$ cat src/rtl/entry_seq_ctrl.sv
// -----------------------------------------------------------------------------
// entry_seq_ctrl
//
// Sequencing controller for the operator BCD entry datapath. KEY[0] is
// synchronised and debounced. Each accepted press steps the entry through the
// ones, tens, hundreds and (optionally) sign digits. SW[3:0]/SW[9] are captured
// into shadow registers on each press. A complete value is copied atomically
// into the committed outputs, and a one-cycle commit pulse marks that copy.
// The module also drives the digit-select and blink-phase signals that the
// 7-seg muxes use to flash the digit being edited.
//
// Build option:
//   ENTRY_SIGN_EN : when defined, the SIGN entry step is present. When
//                   undefined, a valid hundreds press commits directly,
//                   sign_out is tied to 0 and sign_sw is ignored.
//
// Parameters:
//   DEB_CNT   : consecutive stable cycles needed to accept a key level change
//   BLINK_CNT : cycles per blink half-period
//
// Ports:
//   clk        in   CLOCK_50; all registers use the rising edge
//   rst        in   synchronous, active-high reset
//   key_n      in   raw KEY[0], active-low, asynchronous
//   bcd_num    in   [3:0] digit value from SW[3:0]
//   sign_sw    in   sign from SW[9] (1 = negative)
//   ones_out   out  [3:0] committed ones digit
//   tens_out   out  [3:0] committed tens digit
//   huns_out   out  [3:0] committed hundreds digit
//   sign_out   out  committed sign
//   digit_sel  out  [1:0] digit being edited (0 ones, 1 tens, 2 huns, 3 sign/done)
//   blink      out  1 = show the selected digit, 0 = blank it
//   commit     out  one-cycle pulse when new committed values first appear
//   entry_err  out  one-cycle pulse when a press with bcd_num > 9 is rejected
// -----------------------------------------------------------------------------
module entry_seq_ctrl #(
  parameter int unsigned DEB_CNT   = 500000,
  parameter int unsigned BLINK_CNT = 25000000
) (
  input  logic       clk,
  input  logic       rst,
  input  logic       key_n,
  input  logic [3:0] bcd_num,
  input  logic       sign_sw,
  output logic [3:0] ones_out,
  output logic [3:0] tens_out,
  output logic [3:0] huns_out,
  output logic       sign_out,
  output logic [1:0] digit_sel,
  output logic       blink,
  output logic       commit,
  output logic       entry_err
);

  localparam int unsigned DEB_W = (DEB_CNT > 1)   ? $clog2(DEB_CNT)   : 1;
  localparam int unsigned BLK_W = (BLINK_CNT > 1) ? $clog2(BLINK_CNT) : 1;

  typedef enum logic [2:0] {
    S_ONES   = 3'd0,
    S_TENS   = 3'd1,
    S_HUNS   = 3'd2,
`ifdef ENTRY_SIGN_EN
    S_SIGN   = 3'd3,
`endif
    S_COMMIT = 3'd4,
    S_DONE   = 3'd5
  } state_t;

  // ---------------------------------------------------------------------------
  // Key synchroniser and debouncer (level 1 = released)
  // ---------------------------------------------------------------------------
  logic [1:0]       r_sync;
  logic             r_deb;
  logic             r_deb_d1;
  logic [DEB_W-1:0] r_deb_cnt;
  logic             r_accept;

  always_ff @(posedge clk) begin
    if (rst) begin
      r_sync <= 2'b11;
    end else begin
      r_sync <= {r_sync[0], key_n};
    end
  end

  // The count restarts whenever the synchronised level agrees with the
  // debounced level, so any bounce throws away the progress made so far.
  always_ff @(posedge clk) begin
    if (rst) begin
      r_deb     <= 1'b1;
      r_deb_cnt <= '0;
    end else if (r_sync[1] == r_deb) begin
      r_deb_cnt <= '0;
    end else if (r_deb_cnt == DEB_W'(DEB_CNT - 1)) begin
      r_deb     <= r_sync[1];
      r_deb_cnt <= '0;
    end else begin
      r_deb_cnt <= r_deb_cnt + 1'b1;
    end
  end

  // accept is registered from the released->pressed edge of the debounced
  // level. Holding the key gives a single pulse, and a release gives none.
  always_ff @(posedge clk) begin
    if (rst) begin
      r_deb_d1 <= 1'b1;
      r_accept <= 1'b0;
    end else begin
      r_deb_d1 <= r_deb;
      r_accept <= r_deb_d1 & ~r_deb;
    end
  end

  // ---------------------------------------------------------------------------
  // Entry FSM
  // ---------------------------------------------------------------------------
  state_t     r_state;
  state_t     w_next;
  logic       w_digit_ok;
  logic       w_ld_ones;
  logic       w_ld_tens;
  logic       w_ld_huns;
  logic       w_ld_sign;
  logic       w_clr_shadow;
  logic       w_err_set;
  logic [1:0] w_sel;

  assign w_digit_ok = (bcd_num <= 4'd9);

  always_comb begin
    w_next       = r_state;
    w_ld_ones    = 1'b0;
    w_ld_tens    = 1'b0;
    w_ld_huns    = 1'b0;
    w_ld_sign    = 1'b0;
    w_clr_shadow = 1'b0;
    w_err_set    = 1'b0;
    w_sel        = 2'd3;
    case (r_state)
      S_ONES: begin
        w_sel = 2'd0;
        if (r_accept) begin
          if (w_digit_ok) begin
            w_ld_ones = 1'b1;
            w_next    = S_TENS;
          end else begin
            w_err_set = 1'b1;
          end
        end
      end
      S_TENS: begin
        w_sel = 2'd1;
        if (r_accept) begin
          if (w_digit_ok) begin
            w_ld_tens = 1'b1;
            w_next    = S_HUNS;
          end else begin
            w_err_set = 1'b1;
          end
        end
      end
      S_HUNS: begin
        w_sel = 2'd2;
        if (r_accept) begin
          if (w_digit_ok) begin
            w_ld_huns = 1'b1;
`ifdef ENTRY_SIGN_EN
            w_next    = S_SIGN;
`else
            w_next    = S_COMMIT;
`endif
          end else begin
            w_err_set = 1'b1;
          end
        end
      end
`ifdef ENTRY_SIGN_EN
      S_SIGN: begin
        if (r_accept) begin
          w_ld_sign = 1'b1;
          w_next    = S_COMMIT;
        end
      end
`endif
      S_COMMIT: begin
        w_next = S_DONE;
      end
      S_DONE: begin
        if (r_accept) begin
          w_clr_shadow = 1'b1;
          w_next       = S_ONES;
        end
      end
      default: begin
        w_next = S_ONES;
      end
    endcase
  end

  always_ff @(posedge clk) begin
    if (rst) begin
      r_state <= S_ONES;
    end else begin
      r_state <= w_next;
    end
  end

  logic r_err;

  always_ff @(posedge clk) begin
    if (rst) begin
      r_err <= 1'b0;
    end else begin
      r_err <= w_err_set;
    end
  end

  // ---------------------------------------------------------------------------
  // Shadow and committed digits
  // ---------------------------------------------------------------------------
  logic [3:0] r_sh_ones;
  logic [3:0] r_sh_tens;
  logic [3:0] r_sh_huns;
  logic [3:0] w_sh_ones_nxt;
  logic [3:0] w_sh_tens_nxt;
  logic [3:0] w_sh_huns_nxt;
  logic [3:0] r_ones_out;
  logic [3:0] r_tens_out;
  logic [3:0] r_huns_out;
  logic       w_ld_commit;

  assign w_ld_commit = (w_next == S_COMMIT) && (r_state != S_COMMIT);

  // The committed copy is taken from the next-shadow values. The last digit
  // (sign or hundreds) is written on the same edge that enters COMMIT, so the
  // shadow register would still hold the old value at that point.
  assign w_sh_ones_nxt = w_clr_shadow ? 4'd0 : (w_ld_ones ? bcd_num : r_sh_ones);
  assign w_sh_tens_nxt = w_clr_shadow ? 4'd0 : (w_ld_tens ? bcd_num : r_sh_tens);
  assign w_sh_huns_nxt = w_clr_shadow ? 4'd0 : (w_ld_huns ? bcd_num : r_sh_huns);

  always_ff @(posedge clk) begin
    if (rst) begin
      r_sh_ones  <= '0;
      r_sh_tens  <= '0;
      r_sh_huns  <= '0;
      r_ones_out <= '0;
      r_tens_out <= '0;
      r_huns_out <= '0;
    end else begin
      r_sh_ones <= w_sh_ones_nxt;
      r_sh_tens <= w_sh_tens_nxt;
      r_sh_huns <= w_sh_huns_nxt;
      if (w_ld_commit) begin
        r_ones_out <= w_sh_ones_nxt;
        r_tens_out <= w_sh_tens_nxt;
        r_huns_out <= w_sh_huns_nxt;
      end
    end
  end

`ifdef ENTRY_SIGN_EN
  logic r_sh_sign;
  logic w_sh_sign_nxt;
  logic r_sign_out;

  assign w_sh_sign_nxt = w_clr_shadow ? 1'b0 : (w_ld_sign ? sign_sw : r_sh_sign);

  always_ff @(posedge clk) begin
    if (rst) begin
      r_sh_sign  <= 1'b0;
      r_sign_out <= 1'b0;
    end else begin
      r_sh_sign <= w_sh_sign_nxt;
      if (w_ld_commit) begin
        r_sign_out <= w_sh_sign_nxt;
      end
    end
  end

  assign sign_out = r_sign_out;
`else
  logic w_unused_sign;
  assign w_unused_sign = sign_sw ^ w_ld_sign;
  assign sign_out      = 1'b0;
`endif

  // ---------------------------------------------------------------------------
  // Blink timer: a state change restarts the phase so that a newly selected
  // digit is shown straight away. The restart wins over a coincident wrap.
  // ---------------------------------------------------------------------------
  logic [BLK_W-1:0] r_blink_cnt;
  logic             r_blink;
  logic             w_state_chg;

  assign w_state_chg = (w_next != r_state);

  always_ff @(posedge clk) begin
    if (rst) begin
      r_blink_cnt <= '0;
      r_blink     <= 1'b1;
    end else if (w_state_chg) begin
      r_blink_cnt <= '0;
      r_blink     <= 1'b1;
    end else if (r_blink_cnt == BLK_W'(BLINK_CNT - 1)) begin
      r_blink_cnt <= '0;
      r_blink     <= ~r_blink;
    end else begin
      r_blink_cnt <= r_blink_cnt + 1'b1;
    end
  end

  // ---------------------------------------------------------------------------
  // Outputs
  // ---------------------------------------------------------------------------
  assign ones_out  = r_ones_out;
  assign tens_out  = r_tens_out;
  assign huns_out  = r_huns_out;
  assign digit_sel = w_sel;
  assign blink     = r_blink;
  assign commit    = (r_state == S_COMMIT);
  assign entry_err = r_err;

endmodule
$ cat config.mk
export PLATFORM = sky130hd
export DESIGN_NAME = entry_seq_ctrl
export DESIGN_NICKNAME = d
export VERILOG_FILES = /design/src/rtl/entry_seq_ctrl.sv
export SDC_FILE = /design/constraint.sdc
export NUM_CORES = 1
export LEC_CHECK = 0
export CORE_MARGIN = 2
export CORE_UTILIZATION = 50
export DETAILED_ROUTE_END_ITERATION = 12
export PLACE_DENSITY = 0.79
export SYNTH_ARGS = -nofsm -noshare
export SYNTH_HDL_FRONTEND = slang
export SYNTH_SLANG_ARGS = --single-unit
$ cat constraint.sdc
create_clock -name clk -period 4.39 [get_ports clk]
set_input_delay 0.439 -clock clk [delete_from_list [all_inputs] [get_ports clk]]
set_output_delay 0.439 -clock clk [all_outputs]
set_load 0.05 [all_outputs]
# Yosys cells after proc, flatten, opt, wreduce, memory -nomap -nowiden
# Index checks and enable logic that the tools add are counted.
# word_totals
reg_bits	78
input_bits	8
out_inout_bits	18
word_cells	65
# op_classes
addsub	2
n_lt_le_gt_ge	1
eq_ne	10
mux	23
bitwise_logic	6
reduce_logical	8
# ops
op	n
$add 25x1->25 const B	1
$eq 25x25->1 const B	1
$mux 4	6
$mux 3	7
$add 19x1->19 const B	1
$eq 19x19->1 const B	1
$pmux 3 s5	1
$reduce_or 3->1	4
$eq 3x3->1 const B	3
$mux 1	8
$pmux 2 s3	1
$not 1->1	5
$le 4x4->1 const B	1
$eq 3x1->1 const B	1
$eq 3x2->1 const B	1
$logic_not 3->1	1
$ne 3x3->1	1
$ne 3x3->1 const B	1
$reduce_and 2->1	1
$reduce_or 2->1	1
$and 1x1->1	1
$eq 1x1->1	1
$logic_and 1x1->1	1

# Logic depth before layout (Yosys ltp)
# depth
word_depth	6
ltp_mapped	6
mapped_depth_nobuf	5

# Worst setup path before layout
# OpenSTA, ideal clock, no wires.
# synth_timing
path_kind	register to register
startpoint	reg r_deb_cnt[0]
endpoint	reg r_deb_cnt[11]
setup_time_ns	0.115
arrival_ns	1.707
required_time_ns	4.275
setup_slack_ns	2.568
stages_incl_launch_ff	7
path_buffers	1
synth_period_minus_slack_ns	1.822
path_cell_list	dfxtp_1 -> ha_1 -> nand4_2 -> or4_4 -> o21bai_4 -> buf_4 -> nor2_1
# synth_between
elab_chain_len	2
word_cells_on_any_way	3
classes_between	1 x add/sub; 1 x eq/ne; 1 x reduce/logical
# synth_lines
item	line_no	rtl
start, declared	75	logic [DEB_W-1:0] r_deb_cnt;
start signal, assigned	98	r_deb_cnt <= r_deb_cnt + 1'b1;
parallel branches: the longest is 2 deep, another holds $add 19x1->19	-	
# Parallel ways; which one is timed is not known.
# A chain may end at the register's enable or synchronous reset.

# Worst setup path in the final report
# layout_timing
startpoint	reg r_state[2]
endpoint	out commit
# layout_between
elab_chain_len	1
# layout_lines
item	line_no	rtl
start, declared	117	state_t r_state;
start signal, assigned	204	r_state <= w_next;
$eq 3x3->1	320	assign commit = (r_state == S_COMMIT);
end, declared	51	output logic commit,
# Every way passes these cells.

==> results by group <==
Yosys
  • Syn Nets: 379
  • Ys flop type: dfxtp_1
  • Compound-cell area share of the yosys netlist: 11.05%
  • Adder-Cell Fraction of Synth Area: 0.7840%
  • Synth Register Bits: between 70 and 80
  • Distinct cells, synth: 43
  • Post-synthesis mux area share: 2.509%
  • Syn Std Cell Area: 3192 sq um
  • Seq/Total Area, Yosys: between 40% and 50%
  • Cells after synthesis: 369
  • Largest family of logic cells by synthesized area: simple AND/OR/NAND/NOR gates
  • Mapped Avg Cell Area: between 8 and 9 sq um
  • Async S/R FF share, synth: 0%
  • Simple-gate share of the synthesized area: 28.34%
  • EDFF count, synth: 0
  • Synthesis Warnings: 0
  • Synth Area in XOR/XNOR: 6.860%

Setup path
  • Most frequent CP cell: nor2b_1
  • Critical path endpoint category: output pin
  • Slowest CP cell: clkdlybuf4s50_1
  • Critical path class: flip-flop to output pin
  • Startpoint types: flip-flop
  • Crit path DAT: roughly 2 ns
  • CP Data Required Time: 3.95 ns
  • Worst stage delay on the critical path: 0.82 ns
  • Bufs and invs on worst path: 1
  • Crit path max-delay family: buffers and inverters
  • Crit-path max FO: 7
  • Worst path cell trace: nor2b_1, nor2b_1, clkdlybuf4s50_1

Timing
  • Setup tns final: 0 ns
  • Max Clock Skew: 0.009015 ns
  • Final hold viol count: 0
  • Slew @ Worst Pin: 0.7779 ns
  • Fin. max-slew vios: 0
  • Part of the cycle the worst path needs: about 56%
  • Final WS setup: 1.913 ns
  • Min Hold Slack: roughly 0.41 ns
  • Minimum clock period: 2.477 ns
  • Relative slew slack: between 40% and 50%
  • Final setup violation count: 0
  • RSZ-0062 raised after global routing: no
  • Fmax: between 0.4 and 0.5 GHz

Global route
  • Largest net degree at the start of global routing: 26
  • Initial antenna violation count: 0
  • GRT Util Overall: 17.99%
  • Congestion Overflow GR: 0
  • First-pass GRT wire length: 10,540 um
  • Vias in the first global route: 2,444

Route
  • DR pass1 iterations: 4
  • Remaining antenna violation count: 0
  • Vias post-DR: 2,595
  • Routed len/inst: 12.70 um
  • First DRT Iteration DRCs: 90
  • Final wirelength: 5929 um
  • DR vias/cell: 5.557
  • DRC errors left: 0

Clock network
  • # H-tree levels: 3
  • Worst-Skew Late Latency: 0.34 ns
  • Clk sinks: 74
  • Setup bufs post-CTS: 0
  • CTS tree: done
  • Clock tree buffer depth: 2
  • PostCTS Resize Cnt: 0
  • CTS Hold Buffers Added: 0
  • Clk slew on worst S/H paths: around 0.080 ns
  • Root buf cell: clkbuf_8
  • Cts bufs inserted: 9

Floorplan
  • I/O pin cnt: 26
  • Core area: 6277 sq um
  • Chip width: around 84 um
  • Die Footprint: 7038 sq um
  • # rows: 29
  • Initial Util: 50.85%
  • Die height: 83.90 um

Placed design
  • Place WS: about 1.9 ns
  • Area after DPL: 3442 sq um
  • Gpl congestion: 0.8771
  • Port Buffer Count: 23
  • Dpl cells: 451
  • Detail Placement HPWL: 4017 um

Cells and area
  • Fin cells: 467
  • Fin nets: just under 400
  • N_diodes: 0
  • Layout cells sized above 1: 7.436%
  • Layout Area Growth over Synthesis: 14.50%
  • Core Util, Final: 58.22%
  • Design area: roughly 3700 sq um
  • Fill cell count: about 550

Power
  • Final Total Pwr: 1.252 mW
  • Worst IR drop on VDD: 170.9 uV
  • Pwr dens: 342.7 nW/um^2
  • P_leak: between 1 and 1.5 nW

Run
  • Maxcap violations: 0

Min path
  • Worst hold path type: flip-flop to flip-flop

Status
  • Status: finished clean
## synth_stat cells, drive strengths merged (3+ instances only)
cell type | n | share of area, %
dfxtp | 74 | 46
nor2 | 45 | 5.3
nand2 | 41 | 4.8
a21oi | 29 | 4.5
nand3 | 17 | 2.8
nand4 | 17 | 4.0
clkbuf | 13 | 1.5
xor2 | 13 | 3.6
xnor2 | 12 | 3.3
inv | 11 | 1.3
o21ai | 11 | 1.7
or3 | 9 | 1.8
or4 | 9 | 2.4
mux2i | 8 | 2.5
o31ai | 8 | 2.0
buf | 6 | 1.1
and4 | 5 | 1.4
nor4 | 5 | 0.98
and2 | 4 | 0.78
nor3 | 4 | 0.63
and3 | 3 | 0.59
nor2b | 3 | 0.59
nor4b | 3 | 0.82
or2 | 3 | 0.59
## path summary, 6_finish.rpt
check,start,to,slack (ns),depth (start not counted)
max,r_state[2],commit,1.91,3
min,r_deb_d1,r_accept,0.41,2
max reg2reg,r_blink_cnt[2],r_blink_cnt[19],2.25,4
min reg2reg,r_deb_d1,r_accept,0.41,2
## layout make-up
| class | instances | area (sq um) | share of cell area [%] |
|---|---|---|---|
| Timing Repair Buffer | 24 | 237.7 | 6.505 |
| Clock buffer | 11 | 151.4 | 4.142 |
| Inverter | 11 | 41.29 | 1.130 |
| Clock inverter | 5 | 61.31 | 1.678 |
| Multi-Input combinational cell | 265 | 1585 | 43.38 |
| Sequential cell | 74 | 1481 | 40.53 |
| Tap cell | 77 | 96.34 | 2.636 |
## worst register-to-register path, stage by stage (launching register included)
cell,delay [ns]
dfxtp_1,0.40
and4_1,0.39
nand4_1,0.48
or4_1,0.64
a21oi_1,0.16
## cell families after synthesis
group / Yosys count
xor gates and xnor gates: 25
AOI/OAI and AO/OA: 57
adders and majority gates: 2
and+or+nand+nor: 172
DFF: 74
other: 1
muxes: 8
buffers and inverters: 30
## cells in the final DEF (no fill, tap or decap), types with 8 or more instances in the layout
| cell | instances |
|---|---|
| a21oi_1 | 29 |
| clkbuf_8 | 11 |
| clkdlybuf4s50_1 | 23 |
| dfxtp_1 | 74 |
| inv_1 | 11 |
| mux2i_1 | 8 |
| nand2_1 | 41 |
| nand3_1 | 16 |
| nand4_1 | 15 |
| nor2_1 | 45 |
| o21ai_0 | 10 |
| or3_1 | 9 |
| xnor2_1 | 12 |
| xor2_1 | 13 |
## per-layer routing
metal	track usage, %	share of wire (%)
met1	22.06	48
met2	30.11	48
met3	3.660	2.7
met4	8.651	1.6
met5	0	0
## flip-flops by register name, summed over array words and instances, names as in the netlist
register and count:
r_deb 1, r_deb_cnt 19, r_accept 1, r_state 3, entry_err 1, ones_out 4
r_sync 2, r_blink_cnt 25, r_sh_tens 4, r_deb_d1 1, huns_out 4, blink 1
tens_out 4, r_sh_ones 4
## report_power, final
| group | switching, mW | total [mW] | internal [mW] |
|---|---|---|---|
| Combinational | 0.0188 | 0.0299 | 0.0111 |
| Sequential | 0.00230 | 0.676 | 0.674 |
| Clock | 0.251 | 0.546 | 0.295 |
| Total | 0.272 | 1.25 | 0.981 |
No activity file was read; power rests on OpenSTA's default activity.
==> variant, RTL diff (same settings) <==
The option `ENTRY_SIGN_EN` is turned on by a define.
--- a/src/rtl/entry_seq_ctrl.sv
+++ b/src/rtl/entry_seq_ctrl.sv
@@ -35,2 +35,4 @@
 // -----------------------------------------------------------------------------
+`define ENTRY_SIGN_EN
+
 module entry_seq_ctrl #(
Function: no difference found for any inputs over 10 cycles, from zero or initial values and one cycle with rst high; that may be too few to reach the edited logic, so the function may still have changed.
==> variant against the unedited design <==
  * Setup slack better by 0.053 ns
  * Routed wire length up 12%
  * Highest routed layer unchanged
  * Sequential cell count rose by 5
  * Total power shrank 0.23%
  * Clock power down 8.6%
  * Critical path type unchanged
  * Cell area up 3.2%
  * Hold slack improved by 0.0075 ns
  * Synthesized area rose by 2.9%
==> variant: results <==
metrics = {
    "sta": {
        "final-setup-viol-count": 0,
        "fin_setup_tns_ns": 0,
        "max_slew.worst_pin.slew_ns": 0.860,
        "fin_skew_ns": 0.00921,
        "drv_slew": 0,
    },
    "setup_path": {
        "critPathLaunch": "r_state[2]",
        "r2r_cells": 5,
        "cp.arrival_ns": 1.99,
        "path_max_fanout": 7,
        "rr_startpoint": "r_blink_cnt[0]",
        "endpoint": "commit",
        "critPathMaxStageDelay_ns": 0.84,
        "r2r_slack_ns": 2.10,
        "crit_family": "buffers and inverters",
        "critPathSlowestCell": "clkdlybuf4s50_1",
        "rr_endpoint": "r_blink_cnt[24]",
    },
    "logic_synthesis": {
        "synth.top_cells.by_area": "dfxtp_1 (48%), nor2_1 (4.0%), mux2i_1 (4.0%), a211oi_1 (3.2%), o2bb2ai_1 (3.2%)",
        "ys.flop_type": "dfxtp_1",
        "synthTopCellsByCount": "dfxtp_1 (79), nor2_1 (35), clkbuf_1 (19), nor3_1 (18)",
        "async_flop_share_pct": 0,
        "seq_area_frac_synth_pct": 48.1,
        "syn-num-nets": 365,
        "ys_warn_count": 0,
        "synth.distinct_cells": 41,
    },
    "grt": {
        "grt_use_total_pct": 19.7,
        "grt_pass1_vias": 2567,
        "grt_max_degree": 18,
        "grt_pass1_wl_microns": 11600,
        "grt_antenna_before_repair": 0,
    },
    "pwr": {
        "ir_drop_mv": 0.269,
        "leakage_nw": 1.26,
    },
    "clock_tree": {
        "clk_latency_ns": 0.36,
        "cts_setup_buffers": 0,
        "cts_root_buf": "clkbuf_8",
        "cts_buffer_depth": 2,
        "cts_buffers": 9,
        "htree_levels": 3,
        "cts.repair.resized": 0,
        "clk_pin_slew_worst_paths_ns": 0.08,
    },
    "final_layout": {
        "antenna_cells": 0,
        "layout-drive-gt1-share_pct": 7.11,
        "largestRegisters": "r_blink_cnt (25), r_deb_cnt (19)",
        "fin_nets": 385,
        "fillerInstances": 529,
    },
    "detailed_routing": {
        "firstDrtPassIters": 4,
        "drt_iter0_markers": 85,
        "viasPerCell": 5.77,
        "drt_wl_total_microns": 6650,
    },
    "placed_design": {
        "globalplace.congestion": 0.779,
        "dp_hpwl_microns": 4420,
        "dpl_cell_area_sq_mm": 0.00359,
        "portBuffers": 25,
    },
    "worst_hold_path": {
        "hold_start": "r_sync[0]",
        "worst_hold_path_type": "flip-flop to flip-flop",
    },
    "run_status": {
        "status": "finished clean",
    },
}
-- variant: how the worst min path moves through the flow --
stage	depth (start not counted)	end
6_report	1	r_sync[1]
5_1_grt	1	r_sync[1]
4_1_cts	1	r_sync[1]
3_5_place_dp	1	r_sync[1]
3_3_place_gp	1	r_sync[1]
2_1_floorplan	1	r_sync[1]
-- variant: worst register-to-register path: cells and delay by family, from the launching register on --
kind,cells,cell delay [ns]
AND/OR/NAND/NOR,3,1.41
adder cells (fa/ha/maj),1,0.20
flip-flops,1,0.37
AO/OA/AOI/OAI,1,0.23
-- variant: stage by stage --
| stage | hold slack, ns | setup WS, ns | std cells | util (%) |
|---|---|---|---|---|
| after floorplan | 0.389 | 2.37 | 355 | - |
| after global placement | 0.394 | 1.83 | 441 | 56.6 |
| after detailed placement | 0.398 | 1.77 | 441 | 56.6 |
| after CTS | 0.422 | 1.94 | 457 | 59.4 |
| after global routing | 0.433 | 1.84 | 457 | 59.4 |
| final | 0.420 | 1.97 | 457 | 59.4 |
-- variant: layout make-up --
type	count	area share [%]
flip-flops and latches	79	41.9
repair buffers	29	7.43
clock inverters	7	1.49
well taps	77	2.55
multi-input cells	245	42.2
inverters	11	1.09
clock buffers	9	3.28
-- variant: kinds of logic after synthesis --
logic type | share of synthesized area, %
and+or+nand+nor | 24.2
DFF | 48.1
AOI/OAI and AO/OA | 13.2
buffers and inverters | 3.58
xor gates and xnor gates | 6.13
muxes | 3.96
adders and majority gates | 0.761
-- variant: power breakdown --
group	total (mW)	internal [mW]	switching (mW)	leakage [nW]
sequential	0.722	0.719	0.00222	0.637
clock	0.499	0.212	0.288	0.0842
combinational	0.0287	0.0123	0.0164	0.536
-- variant: metal layers --
layer,share of wire (%),track usage [%],routed length [microns],vias up
met3,3.3,4.96,217,14
met4,2.0,8.51,135,0
li1,-,-,-,1333
met1,48,25.0,3170,1258
met2,47,32.0,3130,34
met5,0,0,0,-
